**config.mk**
```make
export PLATFORM = sky130hd
export DESIGN_NAME = fifo_burst_drain
export DESIGN_NICKNAME = d
export VERILOG_FILES = /design/src/rtl/fifo_burst_drain_pkg.sv /design/src/rtl/fifo_burst_drain.sv
export SDC_FILE = /design/constraint.sdc
export NUM_CORES = 1
export LEC_CHECK = 0
export CORE_MARGIN = 2
export CORE_UTILIZATION = 51
export CTS_CLUSTER_SIZE = 30
export DETAILED_ROUTE_END_ITERATION = 8
export GPL_TIMING_DRIVEN = 1
export PLACE_DENSITY = 0.84
export SYNTH_ARGS = -nofsm -noshare
export SYNTH_HDL_FRONTEND = slang
export SYNTH_SLANG_ARGS = --single-unit
```
**constraint.sdc**
```tcl
create_clock -name i_clk -period 4.3 [get_ports i_clk]
set_input_delay 1.075 -clock i_clk [delete_from_list [all_inputs] [get_ports i_clk]]
set_output_delay 1.075 -clock i_clk [all_outputs]
set_load 0.02 [all_outputs]
```
**src/rtl/fifo_burst_drain_pkg.sv**
```systemverilog
// Shared types for the FIFO burst-drain stage: the two-state drain FSM encoding.
package fifo_burst_drain_pkg;

    typedef enum logic {
        ST_IDLE  = 1'b0,
        ST_BURST = 1'b1
    } state_t;

endpackage

```
**src/rtl/fifo_burst_drain.sv**
```systemverilog
// Drains a threshold FIFO in whole bursts (or timed-out partial bursts) and
// emits each burst as one AXI-stream packet with TLAST on the final word.
module fifo_burst_drain
    import fifo_burst_drain_pkg::*;
#(
    parameter int BW        = 8,
    parameter int LGFLEN    = 4,
    parameter int LGTIMEOUT = 8
) (
    input  logic                 i_clk,
    input  logic                 i_reset,
    input  logic [LGFLEN:0]      i_fill,
    input  logic                 i_empty,
    input  logic [BW-1:0]        i_data,
    output logic                 o_rd,
    input  logic [LGFLEN:0]      i_burst_len,
    input  logic [LGTIMEOUT-1:0] i_timeout,
    output logic                 M_AXIS_TVALID,
    input  logic                 M_AXIS_TREADY,
    output logic [BW-1:0]        M_AXIS_TDATA,
    output logic                 M_AXIS_TLAST,
    output logic                 o_busy
);

    localparam logic [LGFLEN:0] FLEN = {1'b1, {LGFLEN{1'b0}}};
    localparam logic [LGFLEN:0] ONE  = (LGFLEN+1)'(1);

    state_t                 r_state;
    state_t                 w_state_next;
    logic [LGFLEN:0]        r_remaining;
    logic [LGTIMEOUT-1:0]   r_idle;
    logic [LGFLEN:0]        w_len;
    logic                   w_below;
    logic                   w_full_start;
    logic                   w_flush_start;
    logic                   w_start;
    logic                   w_last_rd;

    // Burst length clamped to 1..FLEN so a zero or oversized request stays sane.
    always_comb begin
        // NOTE: every always_comb output gets a default first, so no path can infer a latch.
        w_len = i_burst_len;
        if (i_burst_len == '0)
            w_len = ONE;
        else if (i_burst_len > FLEN)
            w_len = FLEN;
    end

    assign w_below       = !i_empty && (i_fill < w_len);
    assign w_full_start  = (r_state == ST_IDLE) && (i_fill >= w_len);
    assign w_flush_start = (r_state == ST_IDLE) && (i_timeout != '0) && w_below
                           && (r_idle == i_timeout);
    assign w_start       = w_full_start || w_flush_start;

    // A new read is allowed only if the output register is empty or draining this cycle.
    assign o_rd = !i_reset && (r_state == ST_BURST) && (r_remaining != '0) && !i_empty
                  && (!M_AXIS_TVALID || M_AXIS_TREADY);

    assign w_last_rd = o_rd && (r_remaining == ONE);
    assign o_busy    = (r_state == ST_BURST) || M_AXIS_TVALID;

    always_comb begin
        w_state_next = r_state;
        case (r_state)
            ST_IDLE:  if (w_start) w_state_next = ST_BURST;
            ST_BURST: if (w_last_rd || r_remaining == '0) w_state_next = ST_IDLE;
            default:  w_state_next = ST_IDLE;
        endcase
    end

    always_ff @(posedge i_clk) begin
        // NOTE: sequential state uses non-blocking assignments so every register samples pre-edge values.
        if (i_reset) begin
            r_state     <= ST_IDLE;
            r_remaining <= '0;
            r_idle      <= '0;
        end else begin
            r_state <= w_state_next;

            if (r_state == ST_IDLE) begin
                if (w_full_start)
                    r_remaining <= w_len;
                else if (w_flush_start)
                    r_remaining <= i_fill;
            end else if (o_rd) begin
                r_remaining <= r_remaining - ONE;
            end

            if (r_state != ST_IDLE || i_empty || w_start)
                r_idle <= '0;
            else if (w_below && r_idle != '1)
                r_idle <= r_idle + LGTIMEOUT'(1);
        end
    end

    // Output register: load on a read, drop valid once accepted with nothing behind it.
    always_ff @(posedge i_clk) begin
        if (i_reset) begin
            M_AXIS_TVALID <= 1'b0;
            M_AXIS_TLAST  <= 1'b0;
            M_AXIS_TDATA  <= '0;
        end else if (o_rd) begin
            M_AXIS_TVALID <= 1'b1;
            M_AXIS_TLAST  <= (r_remaining == ONE);
            M_AXIS_TDATA  <= i_data;
        end else if (M_AXIS_TVALID && M_AXIS_TREADY) begin
            M_AXIS_TVALID <= 1'b0;
            M_AXIS_TLAST  <= 1'b0;
        end
    end

endmodule
```
# Word-level counts from Yosys, hierarchy flattened
# Cells that the tools add are included.
# Widths: inputs -> output; s select.
op_classes:
  add_sub_neg: 2
  mul: 0
  div: 0
  order_cmp: 3
  eq_ne: 4
  shift: 0
  mux: 12
  bitwise: 1
  n_reduce_logical: 29
ops:
  columns: ["operator", "n"]
  rows:
  - ["$mux 5", 6]
  - ["$logic_and 1x1->1", 12]
  - ["$logic_not 5->1", 2]
  - ["$add 8x1->8 const B", 1]
  - ["$eq 8x8->1", 1]
  - ["$ne 8x8->1 const B", 1]
  - ["$reduce_bool 8->1", 1]
  - ["$logic_or 1x1->1", 6]
  - ["$eq 5x1->1 const B", 1]
  - ["$ge 5x5->1", 1]
  - ["$gt 5x5->1 const B", 1]
  - ["$lt 5x5->1", 1]
  - ["$mux 1", 5]
  - ["$reduce_bool 5->1", 1]
  - ["$sub 5x1->5 const B", 1]
  - ["$logic_not 1->1", 3]
  - ["$reduce_bool 3->1", 1]
  - ["$ne 2x2->1 const B", 1]
  - ["$pmux 1 s2", 1]
  - ["$reduce_and 2->1", 1]
  - ["$reduce_bool 2->1", 1]
  - ["$reduce_or 2->1", 1]
  - ["$not 1->1", 1]
word_totals:
  reg_bits: 24
  latch_bits: 0
  ramBits: 0
  mem_bits_ro: 0
  inputBits: 30
  output_inout_bits: 12
  wordCells: 57
  n_memories: 0

# Longest topological paths before layout
logic_depth:
  depth_word: 10
  ltp_mapped: 10

# Worst setup path before layout
# No wires, ideal clock.
synth_timing:
  path_kind: "input -> output"
  startpoint: "input port i_empty"
  endpoint: "output port o_rd"
  t_arrival_ns: 2.110
  setup_slack_ns: 1.115
  path_stages: 5
  cell_sequence: "nand2b_1 -> nor3_1 -> nand2b_1 -> inv_1 -> clkbuf_1"
synth_between:
  elab_chain_len: 3
synth_rtl:
  columns: ["item", "line", "source"]
  rows:
  - ["from (decl)", "fifo_burst_drain.sv:13", "input logic i_empty,"]
  - ["$logic_not 1->1", "fifo_burst_drain.sv:56", "assign o_rd = !i_reset && (r_state == ST_BURST) && (r_remaining != '0) && !i_empty"]
  - ["$logic_and 1x1->1", "fifo_burst_drain.sv:56", null]
  - ["$logic_and 1x1->1", "fifo_burst_drain.sv:57", "&& (!M_AXIS_TVALID || M_AXIS_TREADY);"]
  - ["to (decl)", "fifo_burst_drain.sv:15", "output logic o_rd,"]
# No other way between the ends.

# Worst setup path in the final report
# Ends and elaborated chain as after synthesis.

==> reports/qor.log <==
[placement] final weighted congestion in routability-driven placement 0.956
[cts] quantity of hold-fixing buffers added after cts 0
[route] remaining antenna violation count after routing 0
[global_routing] global-route usage over all layers 24.3%
[global_routing] initial antenna violation count 0
[cts] clk buf depth 2
[global_routing] via count of the first global-routing pass 1,507
[sta] setup repair after global routing missed its margin no
[setup_path] launching point of the worst reg2reg path r_remaining[0]$_SDFFE_PP0P_
[setup_path] worst setup path startpoint i_empty
[setup_path] endpoint of the worst setup timing path o_rd
[route] count of unresolved DRC violations after routing 0
[placement] post-detail-place hpwl 3050 um
[cts] root buffer cell clkbuf_4
[synth] total nets after synthesis 224
[synth] synth unique cells 40
[synth] number of synthesized register bits 24
[synth] Synth Instances 185
[sta] min cycle time layout 3.87 ns
[cts] insertion delay to the later sink of the worst-skew pair 0.31 ns
[setup_path] Setup crit end kind primary output
[global_routing] largest net degree at the start of global routing 20
[setup_path] CP arrival 2.80 ns
[cts] CTS tree done
[final_layout] Nets 269
[setup_path] buffers plus inverters on the worst setup path 3
[synth] post-synthesis cell type with the largest combined area dfxtp_1
[sta] max-slew headroom at the worst pin 59.3%
[synth] share of the yosys chip area belonging to registers 31.7%
[synth] Main synth FF type dfxtp_1
[synth] number of enable flip-flop cells after synthesis 0
[global_routing] residual overflow from global routing 0
[setup_path] setup slack, reg-to-reg 2.15 ns
[route] DR iter-0 viols 49
[synth] Yosys Warn Count 0
[cts] Post-CTS Repair Setup Buffers 0
[die] die outline height 58.6 um
[route] vias after detailed routing 1,531
[final_layout] ant diodes 0
[min_path] worst hold path class flip-flop to flip-flop
[cts] post-CTS resize count 0
[sta] worst clock skew on the final layout 0.00696 ns
[sta] upper clock frequency limit 258 MHz
[setup_path] number of cells on the critical path 6
[synth] commonest cells in the netlist dfxtp_1 (24), a21oi_1 (22), nand2_1 (22), nor2_1 (18), o21ai_0 (11)
[setup_path] Worst Reg2Reg Path Length in Cells 10
[route] number of vias per cell 5.89
[setup_path] required time worst endpoint 3.22 ns
[route] WL/cell 15.0 um
[power] cell leakage power 0.721 nW
[sta] pin slew with the least headroom to its limit 0.610 ns
[sta] Setup-failing EPs final 0
[cts] clock buffers created by TritonCTS 3
[synth] average size of a mapped cell 8.20 um^2
[die] Rows 19
[sta] total count of hold-check failures in the final report 0
[route] wire length reported by the detailed router 3900 um
[final_layout] Finished Layout Cells 260
[sta] part of the cycle the worst path needs 90.1%
[status] status finished clean
[synth] share of the synthesized area in the top cell type 31.7%
[setup_path] Largest delay share family, worst path buffers and inverters
[power] peak ir drop on the vdd network 0.000292 V
[setup_path] startpoint class of the critical path input pin
[cts] clock transition at the register clock pins on the worst setup and hold paths after CTS 0.13 ns
[final_layout] layout cells sized above 1 7.86%
[flow_run] number of max-cap violations 0
[synth] combined area of all synthesized cells 1520 um^2
[placement] Cell Count Post-Placement 256
[setup_path] maximum fanout encountered on the critical timing path 4
[cts] H-tree depth 1
[synth] synth top area cells dfxtp_1 (32%), ha_1 (7.4%), a21oi_1 (7.3%), nand2_1 (5.4%), nor2_1 (4.5%)
[setup_path] critical path's largest stage delay 0.60 ns
[setup_path] critical-path cell with the highest stage delay clkdlybuf4s50_1
[die] placeable core region 2780 um^2
[sta] setup tns final 0 ns
[die] starting density of the core 54.6%
[die] area of the die 3430 um^2
[power] Power Dens Cells 295 nW/um^2
[setup_path] startpoint-to-endpoint class of the critical path input pin to primary output
[sta] Final Max Slew Viols 0
[synth] async set-or-reset flop fraction in the synthesized netlist 0%
[final_layout] synth-to-layout area growth 32.7%
[placement] quantity of I/O buffers inserted on ports 41
[route] number of detailed-routing iterations run before antenna repair 6
[cts] total clock sinks 24
[setup_path] cell-by-cell trace of the critical path clkdlybuf4s50_1 > nand2b_1 > nor3_1 > nand2b_1 > inv_1 > clkdlybuf4s50_1
[setup_path] Critical R2R Capture r_remaining[0]$_SDFFE_PP0P_
[synth] most repeated cell in the gate-level netlist after synthesis dfxtp_1
[die] overall die width 58.6 um
[die] ports placed on the boundary 42
[global_routing] global-route wire length before repair 6490 um
==> report_power, final <==
group | total (mW) | leakage (nW) | internal, mW | switching, mW
sequential | 0.266 | 0.195 | 0.240 | 0.0260
combinational | 0.210 | 0.505 | 0.104 | 0.106
clock | 0.118 | 0.0210 | 0.0517 | 0.0667
==> registers in the layout, indices dropped and copies added (netlist names) <==
| signal | cells |
|---|---|
| r_remaining | 5 |
| M_AXIS_TLAST | 1 |
| M_AXIS_TDATA | 8 |
| r_idle | 8 |
| r_state | 1 |
| M_AXIS_TVALID | 1 |
==> per-layer routing <==
metal	vias to the layer above	GRT usage (%)	share of wire, %
met5	-	0	0
met4	0	9.63	1.4
met3	7	5.27	7.3
met2	65	40.6	48
met1	705	30.4	44
li1	754	-	-
==> metrics by stage <==
| step | hold WS (ns) | instance area [um^2] | power, mW | utilization (%) | setup slack [ns] |
|---|---|---|---|---|---|
| 5_1_grt | 0.498 | 2010 | 0.626 | 72.4 | 0.374 |
| 3_3_place_gp | 0.437 | 1980 | 0.467 | 71.1 | 0.486 |
| 4_1_cts | 0.471 | 2010 | 0.594 | 72.4 | 0.425 |
| 6_report | 0.465 | 2010 | 0.595 | 72.4 | 0.426 |
| 3_5_place_dp | 0.453 | 1980 | 0.477 | 71.1 | 0.444 |
| 2_1_floorplan | 0.483 | 1520 | 0.397 | - | 1.11 |
==> worst min-delay path by stage <==
| stage | depth (start not counted) | start | end |
|---|---|---|---|
| after global placement | 2 | M_AXIS_TDATA[5]$_SDFFE_PP0P_ | M_AXIS_TDATA[5]$_SDFFE_PP0P_ |
| after global routing | 2 | M_AXIS_TDATA[6]$_SDFFE_PP0P_ | M_AXIS_TDATA[6]$_SDFFE_PP0P_ |
| after detailed placement | 2 | M_AXIS_TDATA[1]$_SDFFE_PP0P_ | M_AXIS_TDATA[1]$_SDFFE_PP0P_ |
| after floorplan | 2 | r_remaining[0]$_SDFFE_PP0P_ | r_remaining[0]$_SDFFE_PP0P_ |
| final | 2 | M_AXIS_TDATA[6]$_SDFFE_PP0P_ | M_AXIS_TDATA[6]$_SDFFE_PP0P_ |
| after CTS | 2 | M_AXIS_TDATA[6]$_SDFFE_PP0P_ | M_AXIS_TDATA[6]$_SDFFE_PP0P_ |
==> cell usage in the layout (no fill, tap or decap), drive strengths merged, types with 4 or more instances in the layout <==
| master | n |
|---|---|
| buf | 4 |
| nand3 | 4 |
| o21ai | 11 |
| xnor2 | 6 |
| a21oi | 22 |
| nand2 | 22 |
| dfxtp | 24 |
| nor2b | 4 |
| xor2 | 5 |
| clkdlybuf4s50 | 41 |
| clkbuf | 4 |
| ha | 9 |
| inv | 9 |
| nand2b | 4 |
| nor3 | 7 |
| nor2 | 18 |
| nand4 | 4 |
==> logic make-up after synthesis <==
family,share of synthesized area [%]
mux,1.40
fa+ha+maj,7.42
compound gates,25.0
buf+inv,3.46
flops,31.7
simple gates,24.7
xor+xnor,6.35
==> area by class of cell <==
class	instances	area (um^2)
Timing Repair Buffer	45	440
Inverter	9	33.8
Tap cell	31	38.8
Sequential cell	24	480
Fill cell	239	767
Clock buffer	4	36.3
Multi-Input combinational cell	147	985
==> worst register-to-register path, delay by kind of cell (launching register included) <==
kind | cells | cell delay [ns]
AOI/OAI and AO/OA | 3 | 0.45
adders and majority gates | 1 | 0.19
buffers and inverters | 3 | 0.35
DFF | 1 | 0.36
and+or+nand+nor | 3 | 0.71
(Power assumes the default switching activity.)
